### src/rtl/checksum_pkg.sv
// checksum_pkg: shared constants, FSM states and the one's-complement add for the frame checker
package checksum_pkg;
  localparam int FRAME_BITS = 72;
  localparam int BYTE_W = 8;
  localparam logic [BYTE_W-1:0] CS_GOOD = 8'hFF;
  typedef enum logic [2:0] {IDLE, RECV, CHECK, DONE, ABORT} state_e;
  function automatic logic [BYTE_W-1:0] ones_add(input logic [BYTE_W-1:0] a, input logic [BYTE_W-1:0] b);
    logic [BYTE_W:0] s;
    s = {1'b0, a} + {1'b0, b};
    return s[BYTE_W-1:0] + {{(BYTE_W-1){1'b0}}, s[BYTE_W]};
  endfunction
endpackage

### src/rtl/checksum_acc.sv
// checksum_acc: LSB-first byte deserializer feeding an end-around-carry byte accumulator
module checksum_acc
  import checksum_pkg::*;
(
  input  logic              clk_i,
  input  logic              rst_i,
  input  logic              clr_i,
  input  logic              en_i,
  input  logic              data_i,
  output logic [3:0]        byte_cnt_o,
  output logic [BYTE_W-1:0] sum_o
);
  logic [BYTE_W-1:0] sh_q, sh_d, sum_q, sum_d;
  logic [2:0] bit_q, bit_d;
  logic [3:0] byte_q, byte_d;
  logic byte_end;
  assign byte_end = en_i && bit_q == 3'd7;
  always_comb begin
    sh_d = en_i ? {data_i, sh_q[BYTE_W-1:1]} : sh_q;
    bit_d = clr_i ? 3'd0 : en_i ? bit_q + 3'd1 : bit_q;
    // the completed byte is taken from sh_d so it lands on the same edge as its last bit
    sum_d = clr_i ? '0 : byte_end ? ones_add(sum_q, sh_d) : sum_q;
    byte_d = clr_i ? 4'd0 : byte_end ? byte_q + 4'd1 : byte_q;
  end
  always_ff @(posedge clk_i or negedge rst_i) begin
    if (!rst_i) begin
      sh_q <= '0;
      bit_q <= '0;
      sum_q <= '0;
      byte_q <= '0;
    end else begin
      sh_q <= sh_d;
      bit_q <= bit_d;
      sum_q <= sum_d;
      byte_q <= byte_d;
    end
  end
  assign byte_cnt_o = byte_q;
  assign sum_o = sum_q;
endmodule

### src/rtl/checksum_frame_ctrl.sv
// checksum_frame_ctrl: slices a serial bitstream into 72-bit frames and gates the load on checksum verdicts
module checksum_frame_ctrl
  import checksum_pkg::*;
#(
  parameter int FRAMES  = 16,
  parameter int MAX_ERR = 1,
  parameter int CNT_W   = 8
) (
  input  logic             clk_i,
  input  logic             rst_i,
  input  logic             start_i,
  input  logic             bit_valid_i,
  input  logic             bit_i,
  output logic             bit_ready_o,
  output logic             busy_o,
  output logic             frame_done_o,
  output logic             frame_ok_o,
  output logic [CNT_W-1:0] frame_idx_o,
  output logic [CNT_W-1:0] err_cnt_o,
  output logic             done_o,
  output logic             pass_o,
  output logic             abort_o
);
  state_e state_q, state_d;
  logic [6:0] bit_cnt_q, bit_cnt_d;
  logic [CNT_W-1:0] idx_q, idx_d, err_q, err_d, err_inc;
  logic accept, start_ok, acc_clr, sum_good;
  logic [3:0] byte_cnt;
  logic [BYTE_W-1:0] sum;
  assign accept = bit_valid_i && state_q == RECV;
  assign start_ok = start_i && state_q inside {IDLE, DONE, ABORT};
  assign acc_clr = start_ok || state_q == CHECK;
  assign sum_good = sum == CS_GOOD && byte_cnt == 4'(FRAME_BITS / BYTE_W);
  assign err_inc = err_q + CNT_W'(err_q != '1);
  checksum_acc u_acc (
    .clk_i     (clk_i),
    .rst_i     (rst_i),
    .clr_i     (acc_clr),
    .en_i      (accept),
    .data_i    (bit_i),
    .byte_cnt_o(byte_cnt),
    .sum_o     (sum)
  );
  always_comb begin
    state_d = state_q;
    bit_cnt_d = bit_cnt_q;
    idx_d = idx_q;
    err_d = err_q;
    if (start_ok) begin
      state_d = RECV;
      bit_cnt_d = '0;
      idx_d = '0;
      err_d = '0;
    end else if (accept) begin
      state_d = bit_cnt_q == 7'(FRAME_BITS - 1) ? CHECK : RECV;
      bit_cnt_d = bit_cnt_q == 7'(FRAME_BITS - 1) ? '0 : bit_cnt_q + 7'd1;
    end else if (state_q == CHECK) begin
      // abort decision must see this frame's error already counted
      err_d = sum_good ? err_q : err_inc;
      state_d = err_d >= CNT_W'(MAX_ERR) ? ABORT : idx_q == CNT_W'(FRAMES - 1) ? DONE : RECV;
      idx_d = state_d == RECV ? idx_q + 1'b1 : idx_q;
    end
  end
  always_ff @(posedge clk_i or negedge rst_i) begin
    if (!rst_i) begin
      state_q <= IDLE;
      bit_cnt_q <= '0;
      idx_q <= '0;
      err_q <= '0;
    end else begin
      state_q <= state_d;
      bit_cnt_q <= bit_cnt_d;
      idx_q <= idx_d;
      err_q <= err_d;
    end
  end
  assign bit_ready_o = state_q == RECV;
  assign busy_o = state_q == RECV || state_q == CHECK;
  assign frame_done_o = state_q == CHECK;
  assign frame_ok_o = frame_done_o && sum_good;
  assign frame_idx_o = idx_q;
  assign err_cnt_o = err_q;
  assign done_o = state_q == DONE || state_q == ABORT;
  assign pass_o = state_q == DONE && err_q == '0;
  assign abort_o = state_q == ABORT;
endmodule

### config.mk
export PLATFORM = sky130hd
export DESIGN_NAME = checksum_frame_ctrl
export DESIGN_NICKNAME = d
export VERILOG_FILES = /design/src/rtl/checksum_pkg.sv /design/src/rtl/checksum_acc.sv /design/src/rtl/checksum_frame_ctrl.sv
export SDC_FILE = /design/constraint.sdc
export NUM_CORES = 1
export LEC_CHECK = 0
export ABC_AREA = 1
export BUFFER_PORTS_ARGS = -buffer_cell sky130_fd_sc_hd__buf_2
export CAP_MARGIN = 5
export CORE_MARGIN = 1
export CORE_UTILIZATION = 57
export CTS_CLUSTER_SIZE = 25
export DETAILED_ROUTE_END_ITERATION = 7
export GPL_TIMING_DRIVEN = 0
export PLACE_DENSITY = 0.74
export SETUP_SLACK_MARGIN = 0.15
export SLEW_MARGIN = 20
export SYNTH_ARGS = -nofsm -noshare
export SYNTH_HDL_FRONTEND = slang
export SYNTH_SLANG_ARGS = --single-unit
### constraint.sdc
create_clock -name clk_i -period 4.6 [get_ports clk_i]
set_input_delay 0.23 -clock clk_i [delete_from_list [all_inputs] [get_ports clk_i]]
set_output_delay 0.23 -clock clk_i [all_outputs]
set_load 0.05 [all_outputs]
==> impl_metrics.yaml <==
pwr:
  ir_worst_vdd_v: 0.000180
  pwr_density_cell_nw_per_um2: 202
  power.leakage_uw: 0.00191
  finalPower_uw: 695
setup_path:
  required_ns: 4.79
  cp.arrival_ns: 3.99
  cp_max_fo: 10
  critPathBufInv: 5
  end_kind: "register"
  path_class: "register to register"
  slowest_stage: "dfrtp_1"
  critical-path-max-stage-delay_ns: 0.41
  cpMostUsedCell: "nand2_1"
  cp_cell_sequence: "inv_1 -> nor3_2 -> nand2_1 -> clkbuf_1 -> nand2_1 -> nand2_1 -> ha_1 -> inv_1 -> fa_1 -> inv_1 -> nand4_1 -> nand3_1 -> a21oi_1 -> o21bai_1 -> ha_1 -> ha_1 -> inv_1 -> nor2_1 -> nand2_1 -> nor2_1 -> nand3_1 -> nand2_1 -> o21ai_1"
  crit_family: "simple AND/OR/NAND/NOR gates"
  cp-start-kind: "register"
detailed_routing:
  wl_met1_mm: 3.26
  dr_wl_met3_um: 224
  detail_route.wl_per_cell_um: 13.1
  drc: 0
  vias: 2694
  viasPerCell: 5.32
  first_pass_iters: 7
  routed_wl_mm: 6.62
  met2_length_mm: 3.05
  dr.max_layer_used: "met4"
  drt_first_iter_violations: 158
  detail-route-antenna-nets: 0
floorplanning:
  start_util_pct: 60.1
  die_width_um: 76.1
  io_pins: 28
  die-area_um2: 5790
  row_count: 26
  die_height_um: 76.1
  coreArea_um2: 5200
yosys:
  syn_area_per_cell_um2: 7.80
  yosysSeqAreaShare_pct: 39.2
  synthSimpleGateAreaFrac_pct: 31.0
  synth_fa_ha_area_share_pct: 7.84
  synthCells: 401
  netlist_area_um2: 3130
  synth_xor_area_share_pct: 5.04
  synth_area_leader_cell: "dfrtp_1"
  synth_common_cells: "114 x nand2_1, 49 x dfrtp_1, 45 x inv_1"
  async_flop_share_pct: 100
  ys_ff_latch: 49
  synth_top_area_share_pct: 39.2
  syn_nets: 425
  synthFlopType: "dfrtp_1"
  synth.most_common_cell: "nand2_1"
  synth_compound_area_share_pct: 9.68
  synthTopCellsByArea: "dfrtp_1 39%, nand2_1 14%, ha_1 7.2%"
  synthMuxAreaShare_pct: 0
  synth_top_family_by_area: "simple AND/OR/NAND/NOR gates"
  synth-edff-count: 0
  yosys_warnings: 0
  yosysUniqueCellTypes: 38
finish:
  drive_gt1_share_pct: 14.9
  final_area_um2: 3440
  nFillCells: 469
  layout.nets: 459
  antenna_cells: 0
  syn_to_final_growth_pct: 10.1
cts:
  insertion_delay_ns: 0.31
  cts_tree: "done"
  clock-sinks: 49
  cts_setup_buffers: 0
  ctsLongestPathBuffers: 2
  htree_num_levels: 2
  cts_buffers: 5
  root_buffer: "clkbuf_8"
  cts_resized: 0
  clkSlewWorstSetupHoldPaths_ns: 0.10
timing:
  max_slew_margin_pct: 58.6
  final.setup.tns_ns: 0
  fin_crit_ns: 3.80
  fin_worst_skew_ns: 0.0156
  max_slew.worst_pin.slew_ns: 0.621
  setup_viol: 0
  finalHoldViolCount: 0
  fmax_mhz: 263
  slew_viol_final: 0
  rsz0062_at_grt: "no"
  final.setup.worst_slack_ns: 0.804
  finalCritPeriodShare_pct: 82.5
global_route:
  grt_usage_pct: 25.7
  grt_overflow: 0
  grt_max_degree: 50
  grt_pass1_wl_mm: 11.7
  antenna_found_initial: 0
  grt_pass1_vias: 2462
status:
  status: "finished clean"
place:
  place_ws_ns: 0.659
  dp_hpwl_mm: 4.95
  io_buffers: 27
  placed_area_um2: 3350
  routabilityCongestion: 0.846
run:
  maxCapViolCount: 0
worst_hold_path:
  hold_class: "input port to register"
-- through the flow --
stage / hold slack, ns / instances / utilization, %
final: 0.188 / 506 / 66.2
after global placement: 0.473 / 498 / 64.4
after floorplan: -0.0656 / 401 / -
after CTS: 0.157 / 506 / 66.0
after global routing: 0.229 / 506 / 66.2
after detailed placement: 0.473 / 498 / 64.4
-- tightest hold or removal path: stages --
cell,delay [ns]
buf_2,0.07
nand2_1,0.04
o21ai_0,0.10
-- flip-flops by register name, indices dropped and copies added, names as in the netlist --
signal and flops:
bit_cnt_q 7, err_cnt_o 8, frame_idx_o 8, state_q 3, u_acc.bit_q 3, u_acc.byte_cnt_o 4
u_acc.sh_q 8, u_acc.sum_o 8
-- final cells by class --
class / instances / area (µm²) / area share (%)
multi-input combinational: 293 / 1680 / 48.7
sequential: 49 / 1230 / 35.6
inverter: 54 / 205 / 5.96
timing repair buffer: 28 / 148 / 4.29
tap: 70 / 87.6 / 2.54
clock buffer: 7 / 76.3 / 2.22
buffer: 4 / 17.5 / 0.509
clock inverter: 1 / 7.51 / 0.218
-- what timing repair did --
item,4_1_cts,5_1_grt
hold endpoints to repair,0,49
endpoints found under the setup margin,0,1
hold buffers,0,1
-- kinds of logic (layout without fill, tap and decap cells) --
logic type,Yosys count,in the layout
AOI/OAI and AO/OA,50,50
xor gates and xnor gates,18,18
adders and majority gates,19,19
buffers and inverters,59,94
DFF,49,49
and+or+nand+nor,206,206
-- routing by layer --
metal,vias up,track usage [%]
met5,-,0
met4,0,8.08
met3,6,4.67
met2,60,41.5
met1,1248,35.2
li1,1380,-
-- placed cells by master (no fill, tap or decap), drive strengths merged, types with 2 or more instances in the layout --
cell and count:
inv 52, nand2 118, xnor2 4, o22ai 14, nor4 2, or2 2
nor3 10, xor2 14, a21oi 6, a22o 4, ha 18, nor2 33
nand3 29, clkinv 2, o21ai 20, clkbuf 9, nand4 10, buf 29
dfrtp 49, a21o 2
-- power breakdown --
part | leakage [µW] | internal [µW] | total (µW) | switching, µW
registers | 0.000570 | 430 | 430 | 0
logic | 0.00130 | 1.99 | 10.6 | 8.56
clock network | 0.0000385 | 108 | 254 | 146
total | 0.00191 | 540 | 695 | 155
-- path summary, 6_finish.rpt --
kind                                         start                         end  slack, ns  cells past startpoint
min reg2reg                u_acc.sh_q[0]$_DFF_PN0_     u_acc.sh_q[0]$_DFF_PN0_       0.50                      2
max reg2reg                 state_q[0]$_DFFE_PN0P_  u_acc.sum_o[6]$_DFFE_PN0P_       0.80                     23
max in group asynchronous                    rst_i  u_acc.sum_o[6]$_DFFE_PN0P_       3.71                      2
min in group asynchronous                    rst_i    err_cnt_o[6]$_DFFE_PN0P_       0.46                      2
max                         state_q[0]$_DFFE_PN0P_  u_acc.sum_o[6]$_DFFE_PN0P_       0.80                     23
min                                          bit_i     u_acc.sh_q[7]$_DFF_PN0_       0.19                      3
No activity file was read; power rests on OpenSTA's default activity.
